[src/rtl/multicycle_control_unit.sv]
// Multi-cycle RV32I sequencer: latches a decode copy in FETCH, then walks the
// datapath through one phase per cycle, with a timed data-memory handshake.
module multicycle_control_unit #(
  parameter int MEM_TIMEOUT = 16
) (
  input  logic        clk,
  input  logic        reset,
  input  logic [31:0] instrCode,
  input  logic        dataReady,
  output logic        pcEn,
  output logic        instrLatchEn,
  output logic        regFileWe,
  output logic [3:0]  aluControl,
  output logic        aluSrcMuxSel,
  output logic        dataReq,
  output logic        dataWe,
  output logic        RFWDSrcMuxSel,
  output logic        branch,
  output logic        illegalInstr,
  output logic        memErr
);

  localparam logic [6:0] OP_R = 7'b0110011;
  localparam logic [6:0] OP_I = 7'b0010011;
  localparam logic [6:0] OP_L = 7'b0000011;
  localparam logic [6:0] OP_S = 7'b0100011;
  localparam logic [6:0] OP_B = 7'b1100011;
  localparam logic [7:0] LAST_WAIT = 8'(MEM_TIMEOUT - 1);

  typedef enum logic [3:0] {
    FETCH, DECODE, R_EXE, I_EXE, B_EXE, S_EXE, S_MEM, L_EXE, L_MEM, L_WB
  } state_t;

  state_t      state_q;
  logic [6:0]  opcode_q;
  logic [2:0]  funct3_q;
  logic        funct7b5_q;
  logic [7:0]  waitCnt_q;
  logic        timeout;
  logic        unusedInstrBits;

  // Only opcode, funct3 and funct7[5] steer this sequencer; the rest belongs to the datapath.
  assign unusedInstrBits = ^{instrCode[31], instrCode[29:15], instrCode[11:7]};

  assign timeout = (waitCnt_q == LAST_WAIT) && !dataReady;

  always_ff @(posedge clk) begin
    if (!reset) begin
      state_q    <= FETCH;
      opcode_q   <= '0;
      funct3_q   <= '0;
      funct7b5_q <= 1'b0;
      waitCnt_q  <= '0;
    end else begin
      unique case (state_q)
        FETCH: begin
          opcode_q   <= instrCode[6:0];
          funct3_q   <= instrCode[14:12];
          funct7b5_q <= instrCode[30];
          state_q    <= DECODE;
        end
        DECODE: begin
          case (opcode_q)
            OP_R:    state_q <= R_EXE;
            OP_I:    state_q <= I_EXE;
            OP_B:    state_q <= B_EXE;
            OP_S:    state_q <= S_EXE;
            OP_L:    state_q <= L_EXE;
            default: state_q <= FETCH;
          endcase
        end
        S_EXE: begin
          waitCnt_q <= '0;
          state_q   <= S_MEM;
        end
        L_EXE: begin
          waitCnt_q <= '0;
          state_q   <= L_MEM;
        end
        S_MEM: begin
          if (dataReady || timeout) state_q <= FETCH;
          else                      waitCnt_q <= waitCnt_q + 8'd1;
        end
        // A timed-out load skips write-back entirely so no stale data lands in the register file.
        L_MEM: begin
          if (dataReady)    state_q <= L_WB;
          else if (timeout) state_q <= FETCH;
          else              waitCnt_q <= waitCnt_q + 8'd1;
        end
        default: state_q <= FETCH;
      endcase
    end
  end

  always_comb begin
    pcEn          = 1'b0;
    instrLatchEn  = 1'b0;
    regFileWe     = 1'b0;
    aluControl    = 4'b0000;
    aluSrcMuxSel  = 1'b0;
    dataReq       = 1'b0;
    dataWe        = 1'b0;
    RFWDSrcMuxSel = 1'b0;
    branch        = 1'b0;
    illegalInstr  = 1'b0;
    memErr        = 1'b0;
    if (reset) begin
      unique case (state_q)
        FETCH: instrLatchEn = 1'b1;
        DECODE: begin
          if (!(opcode_q inside {OP_R, OP_I, OP_B, OP_S, OP_L})) begin
            illegalInstr = 1'b1;
            pcEn         = 1'b1;
          end
        end
        R_EXE: begin
          regFileWe  = 1'b1;
          pcEn       = 1'b1;
          aluControl = {funct7b5_q, funct3_q};
        end
        // funct7[5] only distinguishes SRAI from SRLI; other immediates reuse those bits as data.
        I_EXE: begin
          regFileWe    = 1'b1;
          aluSrcMuxSel = 1'b1;
          pcEn         = 1'b1;
          aluControl   = (funct3_q == 3'b101) ? {funct7b5_q, funct3_q} : {1'b0, funct3_q};
        end
        B_EXE: begin
          branch     = 1'b1;
          pcEn       = 1'b1;
          aluControl = {1'b0, funct3_q};
        end
        S_EXE, L_EXE: aluSrcMuxSel = 1'b1;
        S_MEM: begin
          dataReq      = 1'b1;
          dataWe       = 1'b1;
          aluSrcMuxSel = 1'b1;
          pcEn         = dataReady || timeout;
          memErr       = timeout;
        end
        L_MEM: begin
          dataReq      = 1'b1;
          aluSrcMuxSel = 1'b1;
          pcEn         = timeout;
          memErr       = timeout;
        end
        L_WB: begin
          regFileWe     = 1'b1;
          RFWDSrcMuxSel = 1'b1;
          pcEn          = 1'b1;
        end
        default: ;
      endcase
    end
  end

endmodule
[config.mk]
export PLATFORM = sky130hd
export DESIGN_NAME = multicycle_control_unit
export DESIGN_NICKNAME = d
export VERILOG_FILES = /design/src/rtl/multicycle_control_unit.sv
export SDC_FILE = /design/constraint.sdc
export NUM_CORES = 1
export LEC_CHECK = 0
export BUFFER_PORTS_ARGS = -buffer_cell sky130_fd_sc_hd__clkbuf_2
export CORE_MARGIN = 5
export CORE_UTILIZATION = 40
export DETAILED_ROUTE_END_ITERATION = 16
export GPL_TIMING_DRIVEN = 0
export PLACE_DENSITY_LB_ADDON = 0.05
export SYNTH_ARGS = -nofsm -noshare
export SYNTH_HDL_FRONTEND = slang
export SYNTH_SLANG_ARGS = --single-unit
[constraint.sdc]
create_clock -name clk -period 2.33 [get_ports clk]
set_input_delay 0 -clock clk [delete_from_list [all_inputs] [get_ports clk]]
set_output_delay 0 -clock clk [all_outputs]
set_load 0.01 [all_outputs]
==> qor.yml <==
power:
  power.density_nw_per_um2: 422
  ir_drop_v: 0.000249
  p_total_uw: 718
  p_leak_uw: 0.000669
worst_setup_path:
  slowest_delay_ps: 470
  ff2ff_setup_slack_ps: 370
  reg2reg_from: "state_q[0]"
  reg2reg_depth: 5
  path_buf_inv: 2
  critical_path_class: "reg2out"
  cp_max_fo: 10
  critPathArrivalTime_ps: 2100
  crit_family: "buffers and inverters"
  cp_slowest_cell: "dfxtp_1"
  startpoint_type: "flop"
  cp_cell_sequence: "clkbuf_1, nand3b_1, a21o_1, nor2_1, o41a_1, clkbuf_2"
  endpoint_kind: "output pin"
  rr_endpoint: "opcode_q[4]"
  required_ps: 2330
placement:
  portBuffers: 27
  pre_cts_ws_ps: 389
  gp_congestion: 0.858
  place_inst: 251
  hpwl_um: 2750
yosys:
  synth_cell_types: 43
  synth_edf_count: 0
  yosysSeqAreaShare: 0.338
  synthArstFlopShare: 0
  ys_ff_latch: 23
  synth_flop_cell: "dfxtp_1"
  yosysWarnings: 0
  syn_area_per_cell_um2: 7.65
  synth_fp_nets: 214
  mappedNetlistArea_um2: 1360
  synthCells: 178
worst_hold_path:
  hold_path_depth: 3
  hold_end: "state_q[0]"
  hold_path.class: "in2reg"
  min_from: "dataReady"
clock_network:
  clock_path_buffers: 2
  cts-buffers-inserted: 3
  tritoncts: "yes"
  clkTransAtPathRegs_ps: 130
  clk_latency_ps: 320
  hold_buffers: 12
  clockRootBuffer: "clkbuf_4"
  post_cts_resized: 0
  htree_num_levels: 1
  cts.sinks: 23
  post_cts_buffers: 0
drt:
  ant_nets: 0
  drt_wl_total_um: 3660
  drc: 0
  drt_first_pass_iters: 4
  avgRoutedWirePerCell_um: 13.7
  vias: 1459
  vias_per_cell: 5.46
  drt_iter0_markers: 125
cells_and_area:
  area_delta_synth_final_pct: 25.0
  instances_no_fill: 267
  antennaDiodeCount: 0
  multi_input_area_um2: 837
  fillers: 365
  regArea_um2: 460
  final_nets: 258
  drive_gt1_frac: 0.181
die:
  die_x_um: 68.3
  dieArea_um2: 4670
  core_um2: 3310
  start_util: 0.411
  die_y_um: 68.3
  io_pins: 49
  row_count: 21
grt:
  grt_usage: 0.169
  grt_pass1_vias: 1288
  grt_pass1_wl_um: 5970
  antenna_found_initial: 0
  grt_overflow: 0
  grt_max_degree: 14
timing:
  setup_viol: 0
  period_minus_slack_ps: 2100
  finalCritPeriodShare: 0.902
  worst_slew_pin_slew_ps: 550
  slew_violations: 0
  setup_tns_ps: 0
  fmax_mhz: 476
  worst_slack_ps: 229
  hold_violations: 0
  relSlewSlack: 0.630
  grt_setup_unrepaired: "false"
  fin_skew_ps: 7.94
run_status:
  status: "complete, no violations"
run:
  drv_cap: 0
tightest hold or removal path, cell delays in order:
cell and delay [ps]:
clkbuf_2 130, a21oi_1 130, a21oi_1 70
registers in the layout, indices dropped and copies added, names as in the netlist:
signal / flops
funct3_q: 3
funct7b5_q: 1
opcode_q: 7
state_q: 4
waitCnt_q: 8
cell usage in the layout, fill, tap and decap left out, types with 3 or more instances in the layout:
cell type,synthesis,layout
a21o_1,3,3
nand2b_1,3,3
dfxtp_1,23,23
nor3_1,3,3
dlygate4sd3_1,0,12
nand3_1,6,6
clkbuf_2,0,27
clkbuf_4,0,3
a21oi_1,21,21
and2_1,3,3
o22ai_1,5,5
nor2b_1,3,3
nor2_1,9,9
inv_1,8,8
a221oi_1,6,6
clkbuf_1,8,8
nand2_1,35,35
and3_1,6,6
cell families after synthesis:
group | count (synthesis) | synth area share
buf+inv | 17 | 0.0469
flops | 23 | 0.338
simple gates | 82 | 0.318
mux | 2 | 0.0147
compound gates | 53 | 0.273
fa+ha+maj | 1 | 0.00919
worst max-delay path by stage:
stage	end	cells past startpoint	from
after floorplan	waitCnt_q[3]	4	state_q[0]
after global placement	opcode_q[6]	5	state_q[0]
after detailed placement	opcode_q[4]	5	state_q[0]
after CTS	pcEn	6	state_q[2]
after global routing	instrLatchEn	6	state_q[0]
final	pcEn	6	state_q[2]
layout make-up:
class                      count  share of cell area
multi-input combinational    138               0.492
sequential                    23               0.271
timing repair buffer          39               0.150
tap                           46              0.0338
inverter                       9              0.0199
buffer                         8              0.0176
clock buffer                   3              0.0132
clock inverter                 1             0.00294
cell usage after synthesis (all sizes together), types with 2 or more instances:
library cell / number / area share
nor2b: 3 / 0.014
dfxtp: 23 / 0.34
clkbuf: 8 / 0.022
nor4: 2 / 0.0092
and3: 6 / 0.028
o21a: 2 / 0.011
nor3: 3 / 0.011
a211oi: 2 / 0.020
or4b: 2 / 0.020
nand3b: 2 / 0.011
inv: 9 / 0.025
nand2b: 3 / 0.014
o21ai: 4 / 0.020
o22ai: 5 / 0.023
nand2: 35 / 0.097
a221oi: 6 / 0.039
nor2: 9 / 0.025
a21o: 3 / 0.017
or4: 2 / 0.011
and2: 3 / 0.014
mux2i: 2 / 0.015
nand3: 6 / 0.022
a21oi: 22 / 0.084
metal layers:
metal	vias to the layer above	share of wire	GRT usage
met5	-	0	0
met4	0	0.0079	0.0447
met3	4	0.070	0.0345
met2	45	0.42	0.244
met1	675	0.50	0.251
li1	735	-	-
through the flow:
| step | util | cell area, um^2 | hold slack [ps] |
|---|---|---|---|
| after floorplan | - | 1360 | 136 |
| after detailed placement | 0.469 | 1550 | 230 |
| after global placement | 0.469 | 1550 | 223 |
| final | 0.514 | 1700 | 45.7 |
| after CTS | 0.514 | 1700 | 39.4 |
| after global routing | 0.514 | 1700 | 83.7 |
power by group:
group,internal [uW],switching [uW]
clock network,64.2,125
registers,409,12.0
logic,48.0,60.3
total,521,198
(Power assumes the default switching activity.)
